==> src/rtl/axi_rd_bridge.sv <==
// axi_rd_bridge: read-side bridge from a core request port to AXI4 AR/R.
// Accepts one read request at a time, issues a single AR transaction with the
// latched address/len/size, pushes each R beat through a one-entry response
// buffer and presents it on a valid/ready response port.
//
// Ports:
//   i_clk, i_rst_n                  clock (rising edge), async active-low reset
//   i_req_*, o_req_ready            core request (addr, len = beats-1, size)
//   o_rsp_*, i_rsp_ready            response beats (data, last, err)
//   o_proto_err                     sticky flag: RLAST disagreed with beat count
//   o_ar*, i_arready                AXI4 read-address channel
//   i_r*, o_rready                  AXI4 read-data channel (RID is ignored)
module axi_rd_bridge #(
   parameter int unsigned ADDR_W = 32,
   parameter int unsigned DATA_W = 64,
   parameter logic [3:0]  AXI_ID = 4'd0
) (
   input  logic              i_clk,
   input  logic              i_rst_n,
   input  logic              i_req_valid,
   output logic              o_req_ready,
   input  logic [ADDR_W-1:0] i_req_addr,
   input  logic [2:0]        i_req_len,
   input  logic [2:0]        i_req_size,
   output logic              o_rsp_valid,
   input  logic              i_rsp_ready,
   output logic [DATA_W-1:0] o_rsp_data,
   output logic              o_rsp_last,
   output logic              o_rsp_err,
   output logic              o_proto_err,
   output logic              o_arvalid,
   input  logic              i_arready,
   output logic [ADDR_W-1:0] o_araddr,
   output logic [3:0]        o_arid,
   output logic [7:0]        o_arlen,
   output logic [2:0]        o_arsize,
   output logic [1:0]        o_arburst,
   input  logic              i_rvalid,
   output logic              o_rready,
   input  logic [DATA_W-1:0] i_rdata,
   input  logic [1:0]        i_rresp,
   input  logic              i_rlast,
   input  logic [3:0]        i_rid
);

   typedef enum logic [1:0] {StIdle, StAr, StR, StDrain} state_e;

   state_e              state_q, state_d;
   logic [ADDR_W-1:0]   addr_q, addr_d;
   logic [2:0]          len_q, len_d;
   logic [2:0]          size_q, size_d;
   logic [2:0]          cnt_q, cnt_d;
   logic                buf_valid_q, buf_valid_d;
   logic [DATA_W-1:0]   buf_data_q, buf_data_d;
   logic                buf_last_q, buf_last_d;
   logic                buf_err_q, buf_err_d;
   logic                proto_err_q, proto_err_d;

   logic                r_fire;
   logic                rsp_fire;
   logic                cnt_at_len;

   // RID is deliberately not checked.
   logic unused_rid;
   assign unused_rid = ^i_rid;

   // Accept a beat only when the buffer is empty or being drained this cycle.
   assign o_rready   = (state_q == StR) & (~buf_valid_q | i_rsp_ready);
   assign r_fire     = o_rready & i_rvalid;
   assign rsp_fire   = buf_valid_q & i_rsp_ready;
   assign cnt_at_len = (cnt_q == len_q);

   always_comb begin
      state_d     = state_q;
      addr_d      = addr_q;
      len_d       = len_q;
      size_d      = size_q;
      cnt_d       = cnt_q;
      buf_valid_d = buf_valid_q;
      buf_data_d  = buf_data_q;
      buf_last_d  = buf_last_q;
      buf_err_d   = buf_err_q;
      proto_err_d = proto_err_q;

      // A load wins over a drain, so a simultaneous consume+load keeps valid high.
      if (r_fire) begin
         buf_valid_d = 1'b1;
         buf_data_d  = i_rdata;
         buf_err_d   = (i_rresp != 2'b00);
         buf_last_d  = cnt_at_len;
      end else if (rsp_fire) begin
         buf_valid_d = 1'b0;
      end

      unique case (state_q)
         StIdle: begin
            if (i_req_valid) begin
               addr_d  = i_req_addr;
               len_d   = i_req_len;
               size_d  = i_req_size;
               cnt_d   = 3'd0;
               state_d = StAr;
            end
         end
         StAr: begin
            if (i_arready) state_d = StR;
         end
         StR: begin
            if (r_fire) begin
               cnt_d = cnt_q + 3'd1;
               // The beat counter decides where the burst ends; RLAST is only audited.
               if (i_rlast != cnt_at_len) proto_err_d = 1'b1;
               if (cnt_at_len) state_d = StDrain;
            end
         end
         StDrain: begin
            if (rsp_fire) state_d = StIdle;
         end
         default: state_d = StIdle;
      endcase
   end

   always_ff @(posedge i_clk or negedge i_rst_n) begin
      if (!i_rst_n) begin
         state_q     <= StIdle;
         addr_q      <= '0;
         len_q       <= '0;
         size_q      <= '0;
         cnt_q       <= '0;
         buf_valid_q <= 1'b0;
         buf_data_q  <= '0;
         buf_last_q  <= 1'b0;
         buf_err_q   <= 1'b0;
         proto_err_q <= 1'b0;
      end else begin
         state_q     <= state_d;
         addr_q      <= addr_d;
         len_q       <= len_d;
         size_q      <= size_d;
         cnt_q       <= cnt_d;
         buf_valid_q <= buf_valid_d;
         buf_data_q  <= buf_data_d;
         buf_last_q  <= buf_last_d;
         buf_err_q   <= buf_err_d;
         proto_err_q <= proto_err_d;
      end
   end

   assign o_req_ready = (state_q == StIdle);
   assign o_arvalid   = (state_q == StAr);
   assign o_araddr    = addr_q;
   assign o_arid      = AXI_ID;
   assign o_arlen     = {5'b0, len_q};
   assign o_arsize    = size_q;
   // Burst type is only meaningful with arvalid; keep it low otherwise.
   assign o_arburst   = o_arvalid ? 2'b01 : 2'b00;
   assign o_rsp_valid = buf_valid_q;
   assign o_rsp_data  = buf_data_q;
   assign o_rsp_last  = buf_last_q;
   assign o_rsp_err   = buf_err_q;
   assign o_proto_err = proto_err_q;

endmodule

==> config.mk <==
export PLATFORM = sky130hd
export DESIGN_NAME = axi_rd_bridge
export DESIGN_NICKNAME = d
export VERILOG_FILES = /design/src/rtl/axi_rd_bridge.sv
export SDC_FILE = /design/constraint.sdc
export NUM_CORES = 1
export LEC_CHECK = 0
export CAP_MARGIN = 10
export CORE_ASPECT_RATIO = 0.5
export CORE_MARGIN = 2
export CORE_UTILIZATION = 33
export CTS_CLUSTER_SIZE = 8
export DETAILED_ROUTE_END_ITERATION = 6
export PLACE_DENSITY = 0.69
export SLEW_MARGIN = 40
export SYNTH_ARGS = -nofsm -noshare
export SYNTH_HDL_FRONTEND = slang
export SYNTH_SLANG_ARGS = --single-unit
==> constraint.sdc <==
create_clock -name i_clk -period 3 [get_ports i_clk]
set_input_delay 0.6 -clock i_clk [delete_from_list [all_inputs] [get_ports i_clk]]
set_output_delay 0.6 -clock i_clk [all_outputs]
set_load 0.02 [all_outputs]
==> out/qor_table.md <==
| Quantity | Reported | Unit |
|---|---|---|
| Result of the run | finished clean | - |
| Tot Pwr | 7.76 | mW |
| Critical path required time | 2.40 | ns |
| Average via count per standard cell | 4.40 | - |
| Stage delay of the slowest cell on the critical path | 0.63 | ns |
| Fill count | 1142 | - |
| Share of the synthesized area in the top cell type | 62.5 | % |
| R2R Path End | cnt_q[0] | - |
| Worst endpoint data arrival time | 2.12 | ns |
| Non-filler instance count after layout | 810 | - |
| Top-Level Pins | 235 | - |
| Clock root cell | clkbuf_16 | - |
| Detailed placement HPWL | 8880 | µm |
| Mean instance size in the synthesized netlist | 10.5 | µm² |
| Worst Path Max Fanout | 11 | - |
| Maximum level of the CTS H-tree | 3 | - |
| Clock share of power | 16.0 | % |
| Share of total power consumed by net switching | 37.5 | % |
| Reported leakage power | 3.31 | nW |
| Routed wire length per instance | 14.9 | µm |
| Cells traversed along the worst timing path | inv_1 > ha_1 > and2_1 > clkdlybuf4s50_1 | - |
| Via total after detailed routing | 3563 | - |
| Die Y-Extent | 86.1 | µm |
| Core area | 0.0129 | mm² |
| Unrepaired setup endpoints after global routing | no | - |
| Final setup violation count | 0 | - |
| Routed Wire Length | 12100 | µm |
| FP Rows | 29 | - |
| Yosys warnings | 0 | - |
| Netlist area before placement | 0.00444 | mm² |
| # nets final | 758 | - |
| Final hold slack | 0.228 | ns |
| Number of distinct library cells after synthesis | 30 | - |
| Clock Skews | 0.00585 | ns |
| Die Wd | 168 | µm |
| Clock tree from TritonCTS | yes | - |
| Total congestion overflow | 0 | - |
| Number of buffers on the longest clock path | 2 | - |
| Gate count of the mapped netlist | 422 | - |
| Post-route DRC violation count | 0 | - |
| Number of antenna violations at the first check in global routing | 0 | - |
| Setup WS pre-CTS | 0.356 | ns |
| Most used DFF post-synth | dfrtp_1 | - |
| Largest cells by area after synthesis | dfrtp_1 (63%), nand2_1 (17%), mux2_2 (9.6%) | - |
| Setup fix buffers added after clock tree synthesis | 0 | - |
| Setup TNS | 0 | ns |
| Combinational share of power | 50.6 | % |
| Final worst path period share | 90.5 | % |
| Remaining antenna violation count after routing | 0 | - |
| Cell-internal power | 4.85 | mW |
| Layout cells sized above 1 | 9.38 | % |
| #FFs+latches synth | 111 | - |
| Final weighted congestion in routability-driven placement | 0.777 | - |
| Reg2Reg Launch Point | state_q[0] | - |
| Placed cells | 796 | - |
| # resized after CTS | 0 | - |
| Maximum number of pins on one net before global-route repair | 69 | - |
| Final Hold Viols | 0 | - |
| Count of maximum capacitance violations | 0 | - |
| Effective utilization at floorplan | 34.4 | % |
| Fmax | 368 | MHz |
| Max transition margin | 64.1 | % |
| Library cell occupying the most area in the post-synthesis netlist | dfrtp_1 | - |
| Count of input and output buffers | 220 | - |
| Sequential power share | 33.3 | % |
| Total power divided by cell area | 1090 | mW/mm² |
| Share of flip-flops with an asynchronous set or reset | 100 | % |
| Vias in the first global route | 3561 | - |
| Critical path start-end classification | reg2out | - |
| Inserted Diodes | 0 | - |
| Worst ir drop on vdd | 0.532 | mV |
| Minimum setup slack in the final design | 0.284 | ns |
| Type of element capturing the critical path | output port | - |
| Number of design-rule violations left by the first detailed-router iteration | 193 | - |
| Min Tclk post-route | 2.72 | ns |
| Growth of design area from synthesis to finish | 60.0 | % |
| Count of flip-flops with a built-in enable after synthesis | 0 | - |
| Start point of the critical path | state_q[0] | - |
| Pin slew with the least headroom to its limit | 0.538 | ns |
| Post-CTS Hold Buffers | 0 | - |
| Clock slew at reported path FFs | 0.07 | ns |
| Number of detailed-route iterations in the first pass | 4 | - |
| CTS buffer count | 9 | - |
| Register-to-register setup slack | 0.75 | ns |
| Final Max Slew Viols | 0 | - |
| Full die area | 0.0145 | mm² |
| Depth of the worst register-to-register path | 6 | - |
| Crit start category | register | - |
| Crit path capture | o_rready | - |
| Slowest stage cell, crit path | clkdlybuf4s50_1 | - |
| Number of sinks handled by clock tree synthesis | 111 | - |
| Type of the worst min-delay path | in2async | - |
| First-pass GRT wire length | 18900 | µm |
| Total GRT Usage | 16.7 | % |
| Part of the Yosys area used for sequential elements | 62.5 | % |
| Switching Power | 2.91 | mW |
| Clock latency at the later pin of the worst-skew pair | 0.34 | ns |
[worst max-delay path: cells and delay by family (launching register included)]
| family | cells | cell delay [ns] |
|---|---|---|
| adder cells (fa/ha/maj) | 1 | 0.40 |
| buffers and inverters | 2 | 0.77 |
| flip-flops | 1 | 0.42 |
| AND/OR/NAND/NOR | 1 | 0.19 |
[registers in the layout, indices dropped and copies added (netlist names)]
signal	count
o_rsp_valid	1
o_rsp_err	1
o_proto_err	1
state_q	2
cnt_q	3
o_araddr	32
o_rsp_last	1
o_arsize	3
o_rsp_data	64
len_q	3
[routing by layer]
| layer | GRT usage (%) | part of all wire, % |
|---|---|---|
| met5 | 0 | 0 |
| met4 | 6.11 | 2.3 |
| met3 | 3.69 | 3.7 |
| met2 | 28.8 | 51 |
| met1 | 20.8 | 43 |
[power by group through the flow]
stage	sequential [mW]	clock, mW	combinational (mW)
CTS	2.59	1.28	3.99
detailed placement	2.61	0	3.97
global route	2.68	1.34	4.19
finish	2.58	1.24	3.93
global placement	2.58	0	3.92
floorplan	3.44	0	1.18
[Yosys cell counts (all sizes together), types with 2 or more instances]
library cell  number
nand2            201
dfrtp            111
mux2              38
buf               22
clkbuf             9
ha                 6
inv                5
nand2b             3
o21ai              3
xor2               3
a22o               2
mux2i              2
o2bb2ai            2
[cell families after synthesis]
logic type / after synthesis / share of synthesized area [%]
flip-flops: 111 / 62.5
XOR/XNOR: 4 / 0.788
AO/OA/AOI/OAI: 12 / 2.08
other: 1 / 0.0844
buffers and inverters: 36 / 4.28
AND/OR/NAND/NOR: 212 / 18.5
multiplexers: 40 / 10.1
adder cells (fa/ha/maj): 6 / 1.69
[cells in the final DEF, fill, tap and decap left out]
master,synthesis,routed
and4_1,1,1
clkdlybuf4s50_1,0,219
conb_1,1,10
nand2_1,201,201
mux2i_1,2,2
o21ai_1,2,2
clkbuf_1,9,1
a311oi_1,1,1
nand3_2,0,1
and3_2,0,1
a31oi_1,1,1
nor2_1,1,1
clkinv_2,0,1
o2bb2ai_1,2,2
clkbuf_16,0,9
ha_1,6,6
mux2_2,38,38
nor3_1,1,1
inv_1,5,5
buf_12,0,3
a311o_1,1,1
dfrtp_1,111,111
a22o_1,2,2
xor2_1,3,3
nand4_1,1,1
nand2b_1,3,3
bufinv_16,0,2
xnor2_1,1,1
o21bai_1,1,1
nor3b_1,1,1
and2_1,1,1
buf_4,11,4
a222oi_1,1,1
clkinvlp_4,0,1
o21ai_0,1,1
[how the worst min path moves through the flow]
stage | startpoint | end | slack [ns] | cells after the start
final | i_rst_n | o_rsp_data[53] | 0.23 | 1
after global routing | i_rst_n | o_rsp_data[61] | 0.25 | 1
after CTS | i_rst_n | o_rsp_data[54] | 0.24 | 1
after detailed placement | o_rsp_data[39] | o_rsp_data[39] | 0.46 | 2
after global placement | o_rsp_err | o_rsp_err | 0.45 | 2
after floorplan | i_rst_n | cnt_q[0] | 0.30 | 0
[layout make-up]
class	count	area, µm²	share of cell area (%)
Sequential cell	111	2780	39.1
Timing Repair Buffer	226	2280	32.1
Multi-Input combinational cell	284	1520	21.3
Clock buffer	10	229	3.22
Tap cell	170	213	2.99
Clock inverter	4	72.6	1.02
Inverter	5	18.8	0.264
[stage by stage]
stage	utilization, %	area, µm²
floorplan	-	4480
global placement	52.7	6810
detailed placement	52.7	6810
CTS	55.0	7110
global route	55.0	7110
finish	55.0	7110
(Power assumes the default switching activity.)
